--- src/rtl/fifo_wr_arb.sv ---
// Packet-locked round-robin arbiter sharing one async-FIFO write port among NREQ requesters.
// Optional macro FIFO_WR_ARB_PRIO0_EN: requester 0 wins every IDLE arbitration it requests.
module fifo_wr_arb #(
  parameter int NREQ  = 4,
  parameter int DSIZE = 8,
  parameter int CNTW  = 16
) (
  input  logic                  wclk,
  input  logic                  wrst,
  input  logic [NREQ-1:0]       req,
  input  logic [NREQ*DSIZE-1:0] req_data,
  input  logic [NREQ-1:0]       req_last,
  output logic [NREQ-1:0]       ack,
  output logic [NREQ-1:0]       gnt,
  output logic [DSIZE-1:0]      wdata,
  output logic                  winc,
  input  logic                  wfull,
  output logic [CNTW-1:0]       pkt_cnt,
  output logic [CNTW-1:0]       beat_cnt
);
  localparam int LW = $clog2(NREQ);

  typedef enum logic {IDLE, BUSY} state_t;

  state_t          state, state_next;
  logic [NREQ-1:0] gnt_next;
  logic [LW-1:0]   last_owner, last_owner_next;
  logic [LW-1:0]   winner, idx;
  logic            pkt_done;

  // Write side is a pure function of the registered owner, so no winc can slip out in IDLE.
  always_comb begin
    // NOTE: every always_comb output gets a default first; a path that skips an assignment infers a latch.
    ack      = gnt & req & {NREQ{~wfull}};
    winc     = |ack;
    pkt_done = |(ack & req_last);
    wdata    = '0;
    for (int i = 0; i < NREQ; i++)
      wdata = wdata | (req_data[i*DSIZE +: DSIZE] & {DSIZE{gnt[i]}});
  end

  // Scan downward so the candidate closest to last_owner+1 is the one that sticks.
  always_comb begin
    winner = last_owner;
    idx    = '0;
    for (int k = NREQ; k >= 1; k--) begin
      idx = LW'((int'(last_owner) + k) % NREQ);
      if (req[idx]) winner = idx;
    end
`ifdef FIFO_WR_ARB_PRIO0_EN
    if (req[0]) winner = '0;
`endif
  end

  always_comb begin
    state_next      = state;
    gnt_next        = gnt;
    last_owner_next = last_owner;
    unique case (state)
      IDLE: begin
        if (|req) begin
          state_next = BUSY;
          gnt_next   = NREQ'(1) << winner;
`ifdef FIFO_WR_ARB_PRIO0_EN
          if (winner != '0) last_owner_next = winner;
`else
          last_owner_next = winner;
`endif
        end
      end
      BUSY: begin
        if (pkt_done) begin
          state_next = IDLE;
          gnt_next   = '0;
        end
      end
      default: state_next = IDLE;
    endcase
  end

  // NOTE: state uses non-blocking assignments so every flop samples pre-edge values.
  always_ff @(posedge wclk) begin
    if (wrst) begin
      // NOTE: reset is synchronous here; the FIFO itself keeps beats already written.
      state      <= IDLE;
      gnt        <= '0;
      last_owner <= LW'(NREQ - 1);
      pkt_cnt    <= '0;
      beat_cnt   <= '0;
    end else begin
      state      <= state_next;
      gnt        <= gnt_next;
      last_owner <= last_owner_next;
      if (winc)     beat_cnt <= beat_cnt + CNTW'(1);
      if (pkt_done) pkt_cnt  <= pkt_cnt + CNTW'(1);
    end
  end

endmodule

--- config.mk ---
export PLATFORM = sky130hd
export DESIGN_NAME = fifo_wr_arb
export DESIGN_NICKNAME = d
export VERILOG_FILES = /design/src/rtl/fifo_wr_arb.sv
export SDC_FILE = /design/constraint.sdc
export NUM_CORES = 1
export LEC_CHECK = 0
export BUFFER_PORTS_ARGS = -buffer_cell sky130_fd_sc_hd__clkbuf_2
export CAP_MARGIN = 30
export CORE_UTILIZATION = 42
export CTS_CLUSTER_DIAMETER = 40
export DETAILED_ROUTE_END_ITERATION = 10
export GPL_ROUTABILITY_DRIVEN = 1
export PLACE_DENSITY = 0.75
export SLEW_MARGIN = 20
export SYNTH_ARGS = -nofsm -noshare
export SYNTH_HDL_FRONTEND = slang
export SYNTH_SLANG_ARGS = --single-unit
--- constraint.sdc ---
create_clock -name wclk -period 1.6 [get_ports wclk]
set_input_delay 0.24 -clock wclk [delete_from_list [all_inputs] [get_ports wclk]]
set_output_delay 0.24 -clock wclk [all_outputs]
set_load 0.1 [all_outputs]
## Word level (Yosys, flattened, before mapping)

Index checks and enable logic that the tools add are counted.

| storage, ports and cells | value |
|---|---|
| input bits | 43 |
| register bits after elaboration | 39 |

| cells by class | value |
|---|---|
| bitwise logic cells | 12 |
| add/subtract/negate cells | 6 |
| mux-type cells | 18 |
| eq/ne operators | 2 |
| reductions and logical operators | 5 |
| $lt $le $gt $ge | 4 |
| shift operators | 1 |

Operators with widths:

| kind | count |
|---|---|
| $add A16 B1 Y16 const B | 2 |
| $and A8 B8 Y8 | 4 |
| $or A8 B8 Y8 | 3 |
| $and A4 B4 Y4 | 3 |
| $lt A2 B3 Y1 const B | 4 |
| $reduce_or A4 Y1 | 3 |
| $bmux W1 S2 | 4 |
| $mux W2 | 4 |
| $mux W4 | 2 |
| $pmux W4 S2 | 1 |
| $mux W1 | 6 |
| $add A2 B1 Y2 const B | 2 |
| $add A2 B2 Y2 const B | 2 |
| $reduce_and A2 Y1 | 2 |
| $shl A1 B2 Y4 const A | 1 |
| $ne A2 B1 Y1 const B | 1 |
| $ne A2 B2 Y1 const B | 1 |
| $not A1 Y1 | 2 |
| $pmux W1 S2 | 1 |

## Depth between registers and ports, before layout

Gate-level depths: netlist of run 1.

| logic depth | value |
|---|---|
| depth after elaboration | 10 |
| gate-level depth with buffers | 6 |
| gate-level depth less buffers | 6 |

## Least setup slack after synthesis of run 1

OpenSTA, ideal clock, no wires.

| timing path | value |
|---|---|
| path type | register -> register |
| start point | reg gnt[1] |
| end point | reg beat_cnt[4] |
| setup slack | -2.173 ns |
| arrival | 3.645 ns |
| period minus slack after synthesis | 3.773 ns |
| stages on the path, launching flop included | 7 |
| cell sequence | dfxtp_1 > buf_2 > a22oi_1 > a21oi_1 > and4_1 > xnor2_1 > nor2_1 |

| on the way | value |
|---|---|
| longest elaborated chain between the ends | 3 |

Ends and longest elaborated chain:

| item | line | text |
|---|---|---|
| start: declaration | 14 | `output logic [NREQ-1:0] gnt,` |
| start signal: assignment | 92 | `gnt <= gnt_next;` |
| $and A4 B4 Y4 (2 in series) | 34 | `ack = gnt & req & {NREQ{~wfull}};` |
| $reduce_or A4 Y1 | 35 | `winc = \|ack;` |
| via winc | 16 | `output logic winc,` |
| end signal: assignment | 94 | `if (winc) beat_cnt <= beat_cnt + CNTW'(1);` |
| end: declaration | 19 | `output logic [CNTW-1:0] beat_cnt` |

The timed path passes the listed nets, and every way through them passes these cells.
A chain may end at the register's enable or synchronous reset.

## Final worst setup path of run 1

| timing path | value |
|---|---|
| start point | reg pkt_cnt[6] |
| end point | reg pkt_cnt[13] |

| on the way | value |
|---|---|
| longest elaborated chain between the ends | 1 |

Ends and longest elaborated chain:

| item | line | text |
|---|---|---|
| start: declaration | 18 | `output logic [CNTW-1:0] pkt_cnt,` |
| start signal: assignment | 95 | `if (pkt_done) pkt_cnt <= pkt_cnt + CNTW'(1);` |
| $add A16 B1 Y16 | 95 |  |

Every way passes these cells.

==> impl_metrics.ini, run 1 <==
[placement]
place_ws_ns = -0.131
place_congestion = 0.756
placedCellCount = 413
place_hpwl_microns = 4390
portBuffers = 91
place_area_sq_mm = 0.00310

[sta]
clock_skew_ns = 0.00675
hold_violations = 0
rsz0062_at_grt = yes
min_period_over_period = 1.01
setup_viol = 1
fin_tns_setup_ns = -0.00802
worstMarginPinSlew_ns = 0.561
fmax_ghz = 0.622
slew_headroom = 0.627
setup_ws_ns = -0.00802
period_needed_ns = 1.61
slew_viol_final = 0

[finish]
fin_cells = 425
fin_util = 0.695
drive_gt1_frac = 0.550
fin_nets = 402
fin_area_sq_mm = 0.00328
diodes = 0
area_growth_pct = 59.8

[global_route]
grt_pass1_vias = 2048
antenna_found_initial = 0
grt_first_pass_wirelength_microns = 8810
grt_max_degree = 24
grt.total_usage = 0.217
grt-ovfl-total = 0

[clock_network]
cts_tree = done
root_buffer = clkbuf_8
cts-buffers-inserted = 5
clkTransAtPathRegs_ns = 0.07
cts.sinks = 39
cts.path.max_buffers = 2
htree_levels = 2
cts_hold_buffers = 0
insertion_delay_ns = 0.30

[power]
p_leak_nw = 1.41
powerDensity_mw_per_mm2 = 806
peakVddDrop_mv = 0.561

[synth]
yosysTopAreaCell = dfxtp_1
yosys-top-cells-area = dfxtp_1 38%, xor2_1 9.0%, a22oi_1 7.3%, nor2_1 6.2%, nand2_1 3.8%
synth_cell_types = 43
synth_area_sq_mm = 0.00205
syn_inst = 242
yosys_most_used_dff = dfxtp_1
yosys_warnings = 0
syn_nets = 287
synth_top_area_frac = 0.380
synth_seq_area_share = 0.380
avgSynthCellArea_sq_um = 8.48
ys_async_sr_fraction = 0
synth_edf_count = 0
synth-seq-cells = 39

[run]
cap_viol_max_count = 0

[detailed_routing]
drtAntennaViolNets = 0
drc = 0
wl_per_cell_microns = 13.7
vias = 2249
wl_microns = 5820
first_iter_violations = 61
via_per_inst = 5.29
first_pass_iters = 4

[critical_path]
path_cells = and4_4, and3_4, o2111ai_4, or4_1, a21oi_1
critPathKind = reg -> reg
cp_max_fo = 8
worstPathRequired_ns = 1.82
start_kind = flip-flop
arrival_ns = 1.83
r2r_slack_ns = -0.008
slowest_delay_ns = 0.43
cp_slowest_cell = or4_1
crit_path_end_kind = flip-flop

[floorplan]
num_rows = 25
io_pins = 92
initial_core_util = 0.435
die_w_microns = 71.9
die_h_microns = 71.9
coreArea_sq_mm = 0.00472
dieArea_sq_mm = 0.00517

[status]
violations = negative setup slack
status = complete, but fails checks

[hold_path]
min_path_type = in -> reg
final cells by class:
cell class | count | area, sq um
well taps | 67 | 83.8
repair buffers | 121 | 890
clock buffers | 5 | 68.8
inverters | 3 | 11.3
fillers | 383 | 1440
clock inverters | 3 | 15.0
flip-flops and latches | 39 | 835
multi-input cells | 187 | 1380
synthesized netlist by cell type (2+ instances only):
| cell type | instances |
|---|---|
| dfxtp_1 | 39 |
| nor2_1 | 34 |
| nand2_1 | 21 |
| xor2_1 | 21 |
| a22oi_1 | 20 |
| a21oi_1 | 11 |
| o21ai_0 | 9 |
| nand3_1 | 8 |
| and4_1 | 7 |
| clkbuf_1 | 7 |
| buf_2 | 5 |
| nand2b_1 | 5 |
| o2111ai_1 | 5 |
| and3b_1 | 4 |
| nand4_1 | 4 |
| or3_1 | 4 |
| and2_1 | 3 |
| inv_1 | 3 |
| xnor2_1 | 3 |
| a211o_1 | 2 |
| a22o_2 | 2 |
| and3_1 | 2 |
| ha_1 | 2 |
| or2_2 | 2 |
worst paths after layout:
kind	startpoint	end	cells past startpoint
setup / recovery	pkt_cnt[6]	pkt_cnt[13]	5
hold / removal	wrst	gnt[1]	2
setup reg to reg	pkt_cnt[6]	pkt_cnt[13]	5
hold reg to reg	state	state	2
placed cells by master (no fill, tap or decap), drive strengths merged:
cell and n:
o21ba 1, a211o 2, nand3 8, dfxtp 39, nor3b 1, and4 7
nand4 4, nor2b 1, or2 2, a221oi 1, clkbuf 78, and2 4
clkinv 3, buf 48, nand2 21, nor3 1, mux2i 1, nor4 1
o21ai 9, a22oi 20, a21boi 1, xnor2 3, or3 4, a211oi 2
or4 1, xor2 21, o2111ai 6, ha 2, and3 3, nand2b 5
mux2 1, and3b 4, inv 3, a21oi 11, o31ai 2, o211ai 1
nor2 34, a22o 2
state kept, by name, summed over array words and instances (netlist names):
name / flops
state: 1
gnt: 4
last_owner: 2
pkt_cnt: 16
beat_cnt: 16
kinds of logic (layout without fill, tap and decap cells):
family,Yosys count,count (layout),synth area share
xor+xnor,24,24,0.102
simple gates,101,101,0.252
buf+inv,16,132,0.0323
fa+ha+maj,2,2,0.0122
mux,2,2,0.0104
flops,39,39,0.380
compound gates,58,58,0.210
power by group:
part / internal [mW] / switching [mW]
logic: 0.341 / 0.638
registers: 0.992 / 0.0252
clock network: 0.298 / 0.349
total: 1.63 / 1.01
metal layers:
metal  GRT usage  routed length [microns]
met3      0.0528                      359
met2       0.411                     3010
met5           0                        0
met4      0.0980                      127
met1       0.224                     2330
worst max-delay path, delay by kind of cell, from the launching register on:
family,cells,cell delay [ns]
compound gates,2,0.32
flops,1,0.33
simple gates,3,0.89
stage by stage:
step	power (mW)	hold slack (ns)
5_1_grt	2.74	0.463
3_3_place_gp	1.98	0.462
6_report	2.64	0.421
4_1_cts	2.64	0.429
2_1_floorplan	1.68	0.447
3_5_place_dp	1.99	0.466
what timing repair did:
| item | in CTS | in global routing |
|---|---|---|
| hold endpoints to repair | 0 | 0 |
| setup buffers | 0 | 4 |
| gates resized for setup | 1 | 13 |
| pin swaps | 0 | 7 |
| endpoints found under the setup margin | 5 | 19 |
Note: power is estimated with default switching activity, not from simulation.
==> run 2, diff against run 1 <==
==> constraint.sdc (replaced) <==
create_clock -name wclk -period 1.6 [get_ports wclk]
set_input_delay 0.24 -clock wclk [delete_from_list [all_inputs] [get_ports wclk]]
set_output_delay 0.24 -clock wclk [all_outputs]
set_load 0.02 [all_outputs]
==> impl_metrics.ini, run 2 (same netlist as run 1, synthesis figures left out) <==
[finish]
drive_gt1_frac = 0.445
area_growth_pct = 46.1
diodes = 0
multi_input_area_sq_mm = 0.00130
fin_util = 0.635
fin_cells = 422
fin_nets = 399
reg_top3 = beat_cnt: 16 flops, pkt_cnt: 16 flops, gnt: 4 flops
final_common_cell = clkbuf_2
seq_area_sq_um = 811
fillers = 411
final_cell_mix = 89 x clkbuf_2, 34 x nor2_1, 29 x dfxtp_1, 27 x buf_4

[clock_network]
htree_levels = 2
insertion_delay_ns = 0.30
clkTransAtPathRegs_ns = 0.08
cts-buffers-inserted = 5
root_buffer = clkbuf_8
cts.path.max_buffers = 2
cts_tree = done
cts_hold_buffers = 0
cts.sinks = 39

[status]
status = finished clean

[run]
cap_viol_max_count = 0

[critical_path]
crit_path_end_kind = flip-flop
arrival_ns = 1.81
worstPathRequired_ns = 1.82
cp_max_fo = 8
start_kind = flip-flop
critPathKind = reg -> reg
r2r_slack_ns = 0.01

[hold_path]
min_path_type = in -> reg

[sta]
slew_viol_final = 0
rsz0062_at_grt = yes
clock_skew_ns = 0.0104
min_period_over_period = 0.991
slew_headroom = 0.738
holdWs_ns = 0.300
period_needed_ns = 1.59
worstMarginPinSlew_ns = 0.389
hold_violations = 0
setup_viol = 0
fmax_ghz = 0.631

[floorplan]
coreArea_sq_mm = 0.00472
die_w_microns = 71.9
io_pins = 92
initial_core_util = 0.435
dieArea_sq_mm = 0.00517
die_h_microns = 71.9
num_rows = 25

[global_route]
grt_first_pass_wirelength_microns = 8690
grt-ovfl-total = 0
grt.total_usage = 0.216
top_usage_layer = met2
met3_usage = 0.0583
grtUsageMet2 = 0.407
grt_pass1_vias = 1970
use_met1 = 0.229
grt_max_degree = 18
antenna_found_initial = 0

[power]
total_power_mw = 2.24
powerDensity_mw_per_mm2 = 745
peakVddDrop_mv = 0.501
p_leak_nw = 1.35

[placement]
portBuffers = 91
place_hpwl_microns = 4300
place_congestion = 0.805
placedCellCount = 413

[detailed_routing]
first_pass_iters = 4
wl_microns = 5550
vias = 2178
wl_per_cell_microns = 13.2
drc = 0
drtAntennaViolNets = 0
via_per_inst = 5.16
first_iter_violations = 88
-- run 2: cell type report --
class | instances | area share
multi-input cells | 187 | 0.433
flip-flops and latches | 39 | 0.270
repair buffers | 118 | 0.229
clock buffers | 6 | 0.0313
well taps | 67 | 0.0280
clock inverters | 2 | 0.00459
inverters | 3 | 0.00375
-- run 2: where the power goes --
group | total (mW) | internal [mW] | switching (mW)
clock | 0.754 | 0.401 | 0.352
sequential | 1.01 | 0.989 | 0.0258
combinational | 0.467 | 0.209 | 0.258
-- run 2: what timing repair did --
action	CTS	global route
setup buffers	0	1
pin swaps	1	10
endpoints found under the setup margin	2	17
gates resized for setup	4	13
hold endpoints to repair	0	0
-- run 2: final timing paths --
| kind | start | to | depth (start not counted) |
|---|---|---|---|
| min | wrst | pkt_cnt[14] | 2 |
| min reg2reg | state | state | 2 |
| max | gnt[0] | pkt_cnt[13] | 5 |
| max reg2reg | gnt[0] | pkt_cnt[13] | 5 |
-- run 2: per-stage QoR --
| stage | cell area (sq um) | setup slack (ns) | TNS, ns |
|---|---|---|---|
| CTS | 2950 | 0.00957 | 0 |
| detailed placement | 2820 | -0.0175 | -0.0437 |
| global route | 3000 | -0.0590 | -0.279 |
| global placement | 2820 | 0.00297 | 0 |
| finish | 3000 | 0.0150 | 0 |
| floorplan | 2120 | -0.0247 | -0.0247 |
-- run 2: worst max-delay path, stage by stage (launching register included) --
cell and delay [ns]:
dfxtp_4 0.37, and3b_2 0.20, a22o_4 0.20, o2111ai_4 0.17, or4_1 0.42, a21oi_1 0.14
-- run 2: per-layer routing --
metal  wire length, microns  share of wire
met1                   2300           0.41
met2                   2820           0.51
met3                    365          0.066
met4                     69          0.012
met5                      0              0
==> run 3, diff against run 2 <==
Settings changed: CORE_ASPECT_RATIO from default to 1.75.
==> impl_metrics.ini, run 3 (same netlist as run 1, synthesis figures left out) <==
[global_route]
grt.total_usage = 0.221
grtUsageMet2 = 0.462
grt_first_pass_wirelength_microns = 8500
grt-ovfl-total = 0
met3_usage = 0.0338
antenna_found_initial = 0
top_usage_layer = met2
use_met1 = 0.194
grt_max_degree = 22
grt_pass1_vias = 2116

[detailed_routing]
wl_per_cell_microns = 13.7
via_per_inst = 5.44
first_iter_violations = 36
wl_microns = 5710
drc = 0
drtAntennaViolNets = 0
vias = 2268
first_pass_iters = 4

[critical_path]
cp_num_buf_inv = 0
rr_endpoint = pkt_cnt[13]
arrival_ns = 1.84
crit_cells = 5
cp_slowest_cell = or4_4
critPathKind = reg -> reg
endpoint = pkt_cnt[13]
r2r-start = pkt_cnt[6]
r2r_slack_ns = -0.02
crit_start = pkt_cnt[6]
worstRegToRegCells = 5
slowest_delay_ns = 0.45
crit_path_end_kind = flip-flop
critical-path-top-delay-family = simple AND/OR/NAND/NOR gates
start_kind = flip-flop
path_cells = and4_4, and3_4, o2111ai_4, or4_4, a21oi_2
cp_max_fo = 6
worstPathRequired_ns = 1.82

[sta]
setup_ws_ns = -0.0244
period_needed_ns = 1.62
hold_violations = 0
clock_skew_ns = 0.00589
worstMarginPinSlew_ns = 0.443
slew_viol_final = 0
min_period_over_period = 1.02
rsz0062_at_grt = yes
holdWs_ns = 0.429
fmax_ghz = 0.616
fin_tns_setup_ns = -0.0244
setup_viol = 1
slew_headroom = 0.705

[placement]
placedCellCount = 403
portBuffers = 91
place_congestion = 0.767
place_hpwl_microns = 4400
place_ws_ns = -0.0432

[status]
status = complete, but fails checks
violations = negative setup slack

[finish]
fin_nets = 409
final_common_cell = clkbuf_2
area_growth_pct = 48.9
fillers = 423
reg_top3 = beat_cnt: 16 flops, pkt_cnt: 16 flops, gnt: 4 flops
final_cell_mix = 90 x clkbuf_2, 34 x nor2_1, 32 x buf_4, 30 x dfxtp_1
drive_gt1_frac = 0.458
diodes = 0
fin_cells = 417

[clock_network]
cts_tree = done
cts-buffers-inserted = 5
insertion_delay_ns = 0.29
htree_levels = 2
clkTransAtPathRegs_ns = 0.08
cts.path.max_buffers = 2
cts.sinks = 39
cts_hold_buffers = 0
root_buffer = clkbuf_8

[power]
powerDensity_mw_per_mm2 = 735
total_power_mw = 2.25
p_leak_nw = 1.41
peakVddDrop_mv = 0.728

[run]
cap_viol_max_count = 0

[floorplan]
die_w_microns = 54.9
io_pins = 92
coreArea_sq_mm = 0.00471
num_rows = 33
die_h_microns = 94.5
initial_core_util = 0.436
dieArea_sq_mm = 0.00518

[hold_path]
min_path_type = in -> reg
hold_path_depth = 2
==> run 3: cell count changes in the layout (fill, tap and decap cells not counted), moves of 2 or more <==
| cell | change |
|---|---|
| buf_4 | +5 |
| dfxtp_2 | -2 |
| buf_6 | +3 |
| o2111ai_1 | +2 |
==> run 3: worst min-delay path by stage <==
| stage | from | end | slack [ns] |
|---|---|---|---|
| after detailed placement | state | state | 0.49 |
| final | wrst | pkt_cnt[10] | 0.43 |
| after global placement | state | state | 0.46 |
| after floorplan | state | state | 0.44 |
| after global routing | wrst | pkt_cnt[10] | 0.46 |
| after CTS | wrst | pkt_cnt[10] | 0.42 |
==> run 3: area by class of cell <==
| cell class | count | area [sq um] | share of cell area |
|---|---|---|---|
| sequential | 39 | 812 | 0.266 |
| timing repair buffer | 128 | 779 | 0.255 |
| tap | 52 | 65.1 | 0.0213 |
| clock inverter | 2 | 13.8 | 0.00450 |
| inverter | 3 | 11.3 | 0.00368 |
| multi-input combinational | 187 | 1280 | 0.419 |
| clock buffer | 6 | 93.8 | 0.0307 |
==> run 3: per-stage QoR <==
step / instance area, sq um / util
2_1_floorplan: 2120 / -
3_5_place_dp: 2840 / 0.603
6_report: 3060 / 0.650
4_1_cts: 2990 / 0.636
5_1_grt: 3060 / 0.650
3_3_place_gp: 2840 / 0.603
==> run 3: power by group <==
group	switching [mW]	leakage (nW)	internal, mW	total, mW
logic	0.260	1.03	0.221	0.481
registers	0.0236	0.322	0.987	1.01
clock network	0.353	0.0563	0.401	0.755
==> run 3: routing by layer <==
layer	up-vias	wire [microns]
met2	87	3240
met1	1056	2130
met3	6	275
met4	0	57
met5	-	0
li1	1119	-
==> run 3: what timing repair did <==
action,in CTS,in global routing
gates cloned,0,0
setup endpoints to repair,2,19
pin swaps,2,5
gates resized for setup,7,10
setup buffers,2,4
